[src/rtl/alu_cmd_issuer.sv]
// alu_cmd_issuer: sequences one command at a time through an external
// combinational ALU. A command is latched in IDLE, the ALU is driven for one
// EXEC cycle and its result is captured, then the result is held in RESP
// until it is consumed. An accumulator allows chaining results, sticky flags
// collect the flags of every legal result, and op_count counts legal results
// delivered.
//
// Handshake semantics (both ports): a transfer happens on a rising edge where
// valid and ready are both high; a source holds valid and its payload stable
// until that edge, and ready may depend only on the module's own state.
module alu_cmd_issuer #(
  parameter int CNT_W  = 16,
  parameter int OP_MAX = 14
) (
  input  logic             clk,
  input  logic             rst,
  input  logic             cmd_valid,
  output logic             cmd_ready,
  input  logic [3:0]       cmd_op,
  input  logic [7:0]       cmd_a,
  input  logic [7:0]       cmd_b,
  input  logic             cmd_use_acc,
  output logic [7:0]       alu_x,
  output logic [7:0]       alu_y,
  output logic [3:0]       alu_sel,
  input  logic [7:0]       alu_out,
  input  logic [3:0]       alu_flags,
  output logic             res_valid,
  input  logic             res_ready,
  output logic [7:0]       res_data,
  output logic [3:0]       res_flags,
  output logic             res_err,
  output logic [3:0]       sticky_flags,
  input  logic             sticky_clr,
  output logic [CNT_W-1:0] op_count
);

  typedef enum logic [1:0] {
    S_IDLE = 2'd0,
    S_EXEC = 2'd1,
    S_RESP = 2'd2
  } state_t;

  localparam logic [3:0] OP_MAX_L = 4'(OP_MAX);

  state_t     state;
  state_t     state_nxt;
  logic [7:0] acc;
  logic       cmd_fire;
  logic       res_fire;
  logic       op_illegal;

  assign cmd_fire   = cmd_valid & cmd_ready;
  assign res_fire   = res_valid & res_ready;
  // alu_sel holds the latched opcode for the whole EXEC cycle.
  assign op_illegal = (alu_sel > OP_MAX_L);

  // State register; reset returns to IDLE and drops any pending result.
  always_ff @(posedge clk) begin
    if (rst) state <= S_IDLE;
    else     state <= state_nxt;
  end

  // Next-state logic: IDLE -> EXEC -> RESP -> IDLE.
  always_comb begin
    state_nxt = state;
    case (state)
      S_IDLE:  if (cmd_fire) state_nxt = S_EXEC;
      S_EXEC:  state_nxt = S_RESP;
      S_RESP:  if (res_fire) state_nxt = S_IDLE;
      default: state_nxt = S_IDLE;
    endcase
  end

  // Handshake outputs decoded from the state register only.
  always_comb begin
    cmd_ready = 1'b0;
    res_valid = 1'b0;
    case (state)
      S_IDLE:  cmd_ready = 1'b1;
      S_RESP:  res_valid = 1'b1;
      default: ;
    endcase
  end

  // Operand/opcode registers: loaded on command accept, held otherwise.
  always_ff @(posedge clk) begin
    if (rst) begin
      alu_x   <= 8'h00;
      alu_y   <= 8'h00;
      alu_sel <= 4'h0;
    end else if (cmd_fire) begin
      alu_x   <= cmd_use_acc ? acc : cmd_a;
      alu_y   <= cmd_b;
      alu_sel <= cmd_op;
    end
  end

  // Result capture at the end of EXEC; illegal opcodes yield a fixed error result.
  always_ff @(posedge clk) begin
    if (rst) begin
      res_data  <= 8'h00;
      res_flags <= 4'h0;
      res_err   <= 1'b0;
    end else if (state == S_EXEC) begin
      if (op_illegal) begin
        res_data  <= 8'h00;
        res_flags <= 4'b0001;
        res_err   <= 1'b1;
      end else begin
        res_data  <= alu_out;
        res_flags <= alu_flags;
        res_err   <= 1'b0;
      end
    end
  end

  // Sticky flags: accumulate legal captures; a clear in the capture cycle
  // drops only the old bits, a clear in any other cycle zeroes everything.
  always_ff @(posedge clk) begin
    if (rst) begin
      sticky_flags <= 4'h0;
    end else if ((state == S_EXEC) && !op_illegal) begin
      sticky_flags <= (sticky_clr ? 4'h0 : sticky_flags) | alu_flags;
    end else if (sticky_clr) begin
      sticky_flags <= 4'h0;
    end
  end

  // Accumulator and saturating result counter, updated when a legal result is consumed.
  always_ff @(posedge clk) begin
    if (rst) begin
      acc      <= 8'h00;
      op_count <= '0;
    end else if (res_fire && !res_err) begin
      acc <= res_data;
      if (op_count != {CNT_W{1'b1}}) op_count <= op_count + CNT_W'(1);
    end
  end

endmodule

[config.mk]
export PLATFORM = sky130hd
export DESIGN_NAME = alu_cmd_issuer
export DESIGN_NICKNAME = d
export VERILOG_FILES = /design/src/rtl/alu_cmd_issuer.sv
export SDC_FILE = /design/constraint.sdc
export NUM_CORES = 1
export LEC_CHECK = 0
export CAP_MARGIN = 20
export CELL_PAD_IN_SITES_DETAIL_PLACEMENT = 1
export CELL_PAD_IN_SITES_GLOBAL_PLACEMENT = 1
export CORE_UTILIZATION = 35
export CTS_BUF_LIST = sky130_fd_sc_hd__clkbuf_16
export DETAILED_ROUTE_END_ITERATION = 8
export PLACE_DENSITY = 0.9
export SKIP_LAST_GASP = 1
export SLEW_MARGIN = 0
export SYNTH_ARGS = -nofsm -noshare
export SYNTH_HDL_FRONTEND = slang
export SYNTH_SLANG_ARGS = --single-unit
[constraint.sdc]
create_clock -name clk -period 5.8 [get_ports clk]
set_input_delay 0.58 -clock clk [delete_from_list [all_inputs] [get_ports clk]]
set_output_delay 0.58 -clock clk [all_outputs]
set_load 0.05 [all_outputs]
Yosys cells after proc, flatten, opt, wreduce, memory -nomap -nowiden --
Index checks and enable logic that the tools add are counted.
Cells by class: add/sub/neg operators 1, $mul 0, div/mod/pow operators 0, order comparisons 1, eq/ne operators 5, shift-type cells 0, mux-type cells 11, bitwise logic cells 3, reductions and logical operators 7
Operators with widths (count):
- $add 16x1->16 const B | 1
- $mux 8 | 2
- $ne 16x16->1 const B | 1
- $mux 4 | 3
- $pmux 2 s3 | 1
- $gt 4x4->1 const B | 1
- $mux 2 | 2
- $ne 2x2->1 const B | 2
- $or 4x4->4 | 1
- $reduce_and 2->1 | 2
- $mux 1 | 3
- $and 1x1->1 | 2
- $eq 2x1->1 const B | 1
- $eq 2x2->1 const B | 1
- $logic_and 1x1->1 | 2
- $logic_not 1->1 | 2
- $logic_not 2->1 | 1
Word-level totals: bits in registers 63, bits in latches 0, bits in writable memories 0, bits in read-only memories 0, input bits 38, memories kept 0

Logic depth before layout (Yosys ltp) --
depth after elaboration 5, depth in mapped cells 7, gate-level depth less buffers 5

Least setup slack after synthesis --
OpenSTA, ideal clock, no wires.
path kind reg2reg, start register op_count[0], end register op_count[14], setup time 0.130 ns, data arrival time 2.192 ns, data required time 5.670 ns, slack 3.478 ns, cell stages (with the launch flop) 8, path buffers 2, path through dfxtp_1 > ha_1 > and3_1 > clkbuf_1 > or4b_1 > buf_2 > nor4b_2 > nor3b_2
Between the ends: longest elaborated chain between the ends 2, elaborated cells on any way between the ends 3, classes of those cells add/sub: 1; eq/ne: 1; reduce/logical: 1
RTL lines:
- from (decl) | line 35 | output logic [CNT_W-1:0] op_count
- from (signal assigned) | line 137 | if (op_count != {CNT_W{1'b1}}) op_count <= op_count + CNT_W'(1);
- parallel branches: the longest is 2 deep, another holds $add 16x1->16
Several ways; the timed one is not identified. A chain may end at the register's enable or synchronous reset.

Worst setup path after layout --
start input port res_ready, end register op_count[14]
Between the ends: longest elaborated chain between the ends 3
RTL lines:
- from (decl) | line 29 | input logic res_ready,
- $and 1x1->1 | line 54 | assign res_fire = res_valid & res_ready;
- $logic_and 1x1->1 | line 135 | end else if (res_fire && !res_err) begin
- $reduce_and 2->1 (no source line)
Every way passes these cells.

==> results.md <==
- Status: finished clean
- Critical Path Source Type: primary input
- Worst Clk Skew: 0.00506 ns
- Diodes inserted: 0
- Final wirelength: 7820 um
- Actual slew at the worst max-slew pin: 0.994 ns
- First-pass GRT wire length: 12700 um
- Fin crit period: 2.48 ns
- Die area: 7720 um2
- Synth Flop Type: dfxtp_1
- Detailed-placement wirelength estimate: 5470 um
- Total number of vias: 2512
- Htree depth: 3
- Cell Rows: 30
- Final core occ: 55.6%
- Overall routing resource usage: 21.6%
- Unique masters post-synth: 42
- Final setup fails: 0
- Fraction of layout cells with a size suffix above 1: 7.77%
- Die Width: 87.9 um
- Fmax: 0.403 GHz
- Max Slew Vio Count: 0
- Period utilization: 42.8%
- Clock sinks: 63
- Critical Setup Path Class: in -> reg
- Critical path arrival: 2.67 ns
- Cell taking the most area after synthesis: dfxtp_1
- Syn_nets: 333
- Reg-to-reg slack, setup: 3.64 ns
- Setup crit start: res_ready
- Worst hold slack: 0.460 ns
- Post-cts sizing count: 0
- Placer Congestion: 0.748
- Core box area: 6940 um2
- Initial DRC Count: 71
- Clk buf depth: 2
- IO Pins: 93
- P per Cell Area: 302 nW/um2
- Die Y: 87.9 um
- Setup WS post-layout: 3.32 ns
- R2R Path Start: op_count[0]$_SDFFE_PP0P_
- Area share of the largest cell type after synthesis: 48.9%
- Wire per inst: 16.2 um
- Fin. Hold Viols: 0
- CTS Buf Count: 9
- R2r worst-path depth: 5
- Routed Antenna Nets: 0
- Final nets: 420
- DRT Pass-1 Iters: 4
- Req. time, crit path: 5.98 ns
- Grt ovf: 0
- Critical Path End Type: register
- Mapped cell area: 2580 um2
- Port bufs: 92
- Pin count of the biggest net entering global routing: 65
- Yosys warns: 0
- Fraction of registers with async set/reset: 0%
- Post-synth EDFFs: 0
- Yosys reg bits: 63
- FILL cells: 782
- Clock Latency Late Sink: 0.32 ns
- Total power: 1160 uW
- Synth Instances: 294
- Fin Setup TNS: 0 ns
- RSZ-0062 raised after global routing: false
- Pre-CTS setup slack: 3.00 ns
- Hold-fix buffers at CTS: 0
- Vias in the first global route: 2598
- Seq/Total Area, Yosys: 48.9%
- Max_cap viols: 0
- Static leakage: 0.00138 uW
- Post-CTS setup buffers: 0
- # DRC: 0
- Clk root buf: clkbuf_16
- CTS tree: done
- Worst Hold Class: reg -> reg
- Hold depth: 2
- Worst setup path end: op_count[14]$_SDFFE_PP0P_
- Initial Util: 37.2%
- Critical path peak fanout: 10
- Via/cell ratio: 5.21
- Synthesis-to-layout area growth: 49.6%
- Antenna violations before repair: 0
- Post-Syn Area per Cell: 8.78 um2
- R2r endpoint: op_count[14]$_SDFFE_PP0P_
- Peak VDD IR: 0.000151 V
- Top area cells in the synthesized netlist: dfxtp_1, nand2_1, a21oi_1, mux2i_1, nor2_1
- Worst slew margin: 33.7%
- Clock slew at reported path FFs: 0.06 ns
-- worst min-delay path by stage --
stage | endpoint | startpoint
after floorplan | acc[0]$_SDFFE_PP0P_ | acc[0]$_SDFFE_PP0P_
after global placement | alu_y[2]$_SDFFE_PP0P_ | alu_y[2]$_SDFFE_PP0P_
after detailed placement | alu_y[0]$_SDFFE_PP0P_ | alu_y[0]$_SDFFE_PP0P_
after CTS | alu_y[0]$_SDFFE_PP0P_ | alu_y[0]$_SDFFE_PP0P_
after global routing | alu_y[4]$_SDFFE_PP0P_ | alu_y[4]$_SDFFE_PP0P_
final | alu_y[4]$_SDFFE_PP0P_ | alu_y[4]$_SDFFE_PP0P_
-- state kept, by name (all words and copies together), names as in the netlist --
| signal | cells |
|---|---|
| acc | 8 |
| alu_sel | 4 |
| alu_x | 8 |
| alu_y | 8 |
| op_count | 16 |
| res_data | 8 |
| res_err | 1 |
| res_flags | 4 |
| state | 2 |
| sticky_flags | 4 |
-- cells by family after synthesis --
logic type      after synthesis  synth area share [%]
compound gates               70                  17.0
buf+inv                      23                  3.44
mux                          13                  5.24
fa+ha+maj                     1                 0.485
simple gates                124                  24.9
flops                        63                  48.9
-- report_power, final --
part           internal, uW  switching [uW]  total [uW]
Sequential              450            11.8         462
Clock                   333             196         529
Combinational          66.2             107         174
-- through the flow --
step | cells | cell area, um2
4_1_cts | 482 | 3860
5_1_grt | 482 | 3860
6_report | 482 | 3860
2_1_floorplan | 294 | 2580
3_5_place_dp | 466 | 3560
3_3_place_gp | 466 | 3560
-- Yosys cell counts, drive strengths merged, types with 4 or more instances --
| cell | number |
|---|---|
| dfxtp | 63 |
| nand2 | 58 |
| a21oi | 35 |
| nor2 | 23 |
| clkbuf | 14 |
| a211oi | 9 |
| mux2i | 9 |
| a22oi | 8 |
| nor2b | 7 |
| nand2b | 6 |
| inv | 5 |
| nand4 | 5 |
| o21ai | 5 |
| buf | 4 |
| mux2 | 4 |
| or3 | 4 |
-- layout by cell type, fill, tap and decap left out, types with 2 or more instances in the layout --
cell,Yosys,final
a211oi_1,9,9
a21oi_1,35,35
a22oi_1,8,8
and2_1,2,2
buf_4,0,2
clkbuf_16,0,9
clkdlybuf4s50_1,0,91
clkinv_2,0,2
clkinvlp_4,0,2
dfxtp_1,63,63
inv_1,5,5
mux2_2,4,4
mux2i_1,9,9
nand2_1,58,58
nand2b_1,6,6
nand3_1,3,3
nand4_1,4,4
nor2_1,23,23
nor2b_1,7,7
nor3_1,2,2
o21ai_0,5,5
o21bai_1,2,2
o311ai_0,2,2
o31ai_1,2,2
o41ai_1,3,3
or3_1,4,4
or4_1,2,2
or4b_1,2,2
-- critical path, cell delays in order --
cell             delay, ns
clkdlybuf4s50_1       0.51
nand4bb_1             0.41
or4b_1                0.75
nor4b_2               0.35
nor3b_2               0.07
-- layer usage --
layer	vias to the layer above	GRT usage (%)	part of all wire, %
met3	8	3.86	5.2
met1	1207	25.7	42
li1	1220	-	-
met2	77	38.1	51
met4	0	9.39	1.6
met5	-	0	0
-- final cells by class --
cell class              count  area, um2  share of cell area, %
multi-input cells         208       1230                   31.9
inverters                   5       18.8                  0.486
clock inverters             7       72.6                   1.88
well taps                  96        120                   3.11
clock buffers               9        225                   5.84
repair buffers             94        931                   24.1
flip-flops and latches     63       1260                   32.7
No activity file was read; power rests on OpenSTA's default activity.
==> patch 1 (config.mk and constraints unchanged) <==
The 3 states of `state_t` get a one-hot encoding in 3 bits.
--- a/src/rtl/alu_cmd_issuer.sv
+++ b/src/rtl/alu_cmd_issuer.sv
@@ -36,8 +36,8 @@
 );
 
-  typedef enum logic [1:0] {
-    S_IDLE = 2'd0,
-    S_EXEC = 2'd1,
-    S_RESP = 2'd2
+  typedef enum logic [2:0] {
+    S_IDLE = 3'b001,
+    S_EXEC = 3'b010,
+    S_RESP = 3'b100
   } state_t;
 
Function: no difference found for any inputs over 10 cycles, from zero or initial values and one cycle with rst high; not proved beyond that.
==> patch 1 against the unedited design <==
- clock skew up 0.0038 ns
- total power down 3.2%
- clock power down 2%
- sequential power about the same
- fmax down 7.0%
- wire length up 1.7%
- sequential cell count up 1
- area after synthesis up 0.24%
- die area up 0.24%
- setup slack worse by 0.19 ns
- first-iteration DRC count up 5.6%
- via count up 3.2%
- cell area up 0.65%
- largest cell class unchanged
- largest power group unchanged
==> patch 1: results (changes against the unedited design) <==
[clock_network]
h-tree-depth = 3  ; unchanged
path_clk_slew_ns = 0.06  ; about the same
cts_resized = 0  ; unchanged
cts_setup_buffers = 0  ; unchanged
root_buffer = clkbuf_16  ; unchanged
cts_max_path_buffers = 2  ; unchanged

[power]
p_leak_nw = 1.34  ; was 1.38 nW
p_int_uw = 843  ; was 849 uW
irDropWorstVdd_v = 0.000146  ; was 0.000151 V

[min_path]
hp-start = alu_y[2]  ; was alu_y[4]
hold_end = alu_y[2]  ; was alu_y[4]

[layout]
final_layout_size_suffix_gt1_share_pct = 5.29  ; was 7.77%
layout.nets = 431  ; was 420

[global_routing]
grt_overflow = 0  ; unchanged
antenna_found_initial = 0  ; unchanged
grt_pass1_vias = 2710  ; was 2598
grtUsageTotal_pct = 22.3  ; was 21.6%
grt_pass1_wl_um = 13300  ; was 12700 um
grt_max_degree = 66  ; was 65

[timing]
relSlewSlack_pct = 45.5  ; was 33.7%
final.setup_skew_ns = 0.00883  ; was 0.00506 ns
whs_ns = 0.455  ; was 0.460 ns

[synth]
yosys-top-cells-area = dfxtp_1, nand2_1, a21oi_1  ; unchanged
ys_warn_count = 0  ; unchanged
synth_common_cells = dfxtp_1, nand2_1, a21oi_1  ; unchanged
yosysSeqAreaShare_pct = 49.5  ; was 48.9%
synth.distinct_cells = 39  ; was 42
synth_nets = 344  ; was 333

[worst_setup_path]
r2r-end = op_count[10]  ; was op_count[14]
critPathSlowestCell = clkdlybuf4s50_1  ; was or4b_1
r2r_cells = 5  ; unchanged
startpoint = state[2]  ; was res_ready
critical_path.reg2reg.startpoint = op_count[0]  ; unchanged
cpPeakStageDelay_ns = 0.81  ; was 0.75 ns
cpLargestDelayFamily = buffers and inverters  ; was simple AND/OR/NAND/NOR gates
cp.arrival_ns = 2.09  ; was 2.67 ns
r2r_setup_slack_ns = 3.51  ; was 3.64 ns
crit_fanout = 7  ; was 10

[routing]
drt_iter0_markers = 75  ; was 71
drt-vias-per-instance = 5.26  ; was 5.21
dr_wl_met3_um = 490  ; was 407 um
drt-total-wl_um = 7950  ; was 7820 um
dr.pass1.iters = 4  ; unchanged
dr.max_layer_used = met4  ; unchanged
wl_met1_um = 3280  ; was 3300 um
met2_length_um = 4090  ; was 3990 um

[placed_design]
dp_hpwl_um = 5600  ; was 5470 um
gp_congestion = 0.763  ; was 0.748

[status]
status = complete, no violations  ; unchanged

## patch 1: stage by stage
step                setup WS, ns  instance area (sq um)  utilization, %  std cells  total power, mW
CTS                         3.13                   3860            55.2        492             1.14
global placement            3.26                   3570            51.1        476            0.612
detailed placement          3.19                   3570            51.1        476            0.617
finish                      3.13                   3880            55.6        493             1.13
global route                3.06                   3880            55.6        493             1.17
floorplan                   3.14                   2590               -        305            0.554
## patch 1: how the worst max path moves through the flow
stage	end	slack [ns]	cells after the start
CTS	res_valid	3.13	3
finish	res_valid	3.13	3
detailed placement	op_count[7]	3.19	5
global placement	op_count[7]	3.26	5
global route	res_valid	3.06	3
floorplan	alu_y[5]	3.14	6
## patch 1: logic make-up after synthesis
kind of cell    after synthesis  synth area share (%)
mux                           9                  3.53
flops                        64                  49.5
simple gates                130                  24.9
compound gates               73                  17.4
fa+ha+maj                     1                 0.484
buf+inv                      28                  4.16
## patch 1: power groups by stage
stage                     Combinational (mW)  Sequential (mW)  Clock [mW]
after global routing                   0.158            0.464       0.549
after detailed placement               0.145            0.472           0
after global placement                 0.142            0.471           0
after floorplan                       0.0398            0.514           0
after CTS                              0.146            0.462       0.531
final                                  0.148            0.462       0.517
## patch 1: cell type report
| class | count | area (sq um) |
|---|---|---|
| fillers | 831 | 3100 |
| flip-flops and latches | 64 | 1280 |
| clock inverters | 7 | 63.8 |
| clock buffers | 9 | 225 |
| multi-input cells | 213 | 1200 |
| inverters | 8 | 30.0 |
| repair buffers | 96 | 966 |
| well taps | 96 | 120 |
## patch 1: metal layers
metal / vias to the layer above / track usage [%]
met2: 77 / 39.0
met3: 10 / 7.45
met1: 1244 / 26.0
met4: 0 / 5.96
li1: 1261 / -
met5: - / 0
==> patch 2 (same flow settings) <==
Without the edit above. Set the parameter `CNT_W` to 12 (it was 16).
--- a/src/rtl/alu_cmd_issuer.sv
+++ b/src/rtl/alu_cmd_issuer.sv
@@ -10,5 +10,5 @@
 // until that edge, and ready may depend only on the module's own state.
 module alu_cmd_issuer #(
-  parameter int CNT_W  = 16,
+  parameter int CNT_W  = 12,
   parameter int OP_MAX = 14
 ) (
Ports: changed (resized op_count); port bits go from 93 to 89. No check against the original RTL was run, so the function may have changed too.
==> patch 2 against the unedited design <==
- total power down 1.2%
- die area down 12%
- largest cell class unchanged
- critical endpoint is now op_count[10]
- sequential cell count fell by 4
- largest power group unchanged
- cell area decreased by 9.1%
- first-iteration DRC count is 4.2% lower
- cell count decreased by 11%
- setup slack lost 0.41 ns
- wire length fell by 12%
- area after synthesis down 12%
==> patch 2: results (changes against the unedited design) <==
[timing]
worst_pin_slew_ns = 0.954  ; was 0.994 ns
final.setup_skew_ns = 0.00660  ; was 0.00506 ns
whs_ns = 0.453  ; was 0.460 ns

[routing]
drt-total-wl_um = 6890  ; was 7820 um
drt_iter0_markers = 68  ; was 71
drt-vias-per-instance = 5.22  ; was 5.21

[synth]
post_synth_mux_area_share_pct = 4.40  ; was 5.24%
synthesis.instances = 266  ; was 294
synth_common_cells = dfxtp_1, nand2_1, a21oi_1  ; unchanged
yosys-top-cells-area = dfxtp_1, nand2_1, a21oi_1  ; unchanged
yosys.area_share.xor_xnor_pct = 0  ; unchanged
yosysSeqAreaShare_pct = 52.0  ; was 48.9%
synth_compound_area_share_pct = 17.7  ; was 17.0%
synth.distinct_cells = 33  ; was 42
synth_nets = 305  ; was 333
synthAdderAreaFrac_pct = 0.550  ; was 0.485%
async_flop_share_pct = 0  ; unchanged

[power]
p_int_uw = 859  ; was 849 uW
irDropWorstVdd_v = 0.000258  ; was 0.000151 V
p_leak_nw = 1.25  ; was 1.38 nW

[worst_setup_path]
r2r-end = op_count[10]  ; was op_count[14]
crit_fanout = 20  ; was 10
critical_path.reg2reg.startpoint = res_err  ; was op_count[0]
cp.arrival_ns = 3.14  ; was 2.67 ns
r2r_setup_slack_ns = 3.28  ; was 3.64 ns
r2r_cells = 4  ; was 5

[status]
status = complete, no violations  ; unchanged

[placed_design]
io_buffer_count = 88  ; was 92
place_inst = 414  ; was 466
gp_congestion = 0.827  ; was 0.748
dp_hpwl_um = 4730  ; was 5470 um

[global_routing]
grtUsageTotal_pct = 21.5  ; was 21.6%
grt_pass1_wl_um = 10900  ; was 12700 um
antenna_found_initial = 0  ; unchanged
grt_max_degree = 59  ; was 65
grt_pass1_vias = 2324  ; was 2598

[clock_network]
cts_max_path_buffers = 2  ; unchanged
root_buffer = clkbuf_16  ; unchanged

[min_path]
hp-start = res_flags[1]  ; was alu_y[4]
hold_end = res_flags[1]  ; was alu_y[4]
min_path_type = reg -> reg  ; unchanged

[layout]
nFillCells = 702  ; was 782
largest_reg_flops = 12  ; was 16
layout.nets = 390  ; was 420
top_register = op_count  ; unchanged
instances_no_fill = 431  ; was 482
final_layout_size_suffix_gt1_share_pct = 5.06  ; was 7.77%

## patch 2: changes by cell type after synthesis, moves of 3 or more
cell,unedited run,this run
buf_1,2,7
nand2_1,58,53
a21oi_1,35,31
clkbuf_1,14,10
dfxtp_1,63,59
mux2_2,4,0
nand4_1,4,0
nor4_1,0,4
nor2b_1,7,4
o21ai_0,5,2
## patch 2: worst max-delay path: stages
cell and delay (ns):
clkdlybuf4s50_1 0.51, nand4bb_1 0.66, or3_1 0.71, or4_1 0.51, a21oi_1 0.16
## patch 2: layout make-up
| cell class | count | area, sq um | area share (%) |
|---|---|---|---|
| Sequential cell | 59 | 1180 | 33.7 |
| Multi-Input combinational cell | 184 | 1010 | 28.7 |
| Timing Repair Buffer | 91 | 896 | 25.5 |
| Clock buffer | 9 | 225 | 6.42 |
| Tap cell | 75 | 93.8 | 2.67 |
| Clock inverter | 7 | 83.8 | 2.39 |
| Inverter | 6 | 22.5 | 0.642 |
## patch 2: layer usage
metal	track usage, %	part of all wire [%]
met3	5.38	5.3
met1	23.8	42
met5	0	0
met4	10.2	1.6
met2	38.3	51
## patch 2: metrics by stage
step                      instance area [sq um]  setup slack (ns)
final                                      3510              2.90
after global routing                       3510              2.69
after CTS                                  3500              2.91
after detailed placement                   3190              2.64
after global placement                     3190              2.73
after floorplan                            2270              3.65
## patch 2: power groups by stage
stage | clock network [mW] | logic [mW] | registers [mW]
global placement | 0 | 0.168 | 0.442
floorplan | 0 | 0.0459 | 0.496
global route | 0.572 | 0.182 | 0.436
detailed placement | 0 | 0.172 | 0.443
CTS | 0.553 | 0.173 | 0.435
finish | 0.546 | 0.171 | 0.434
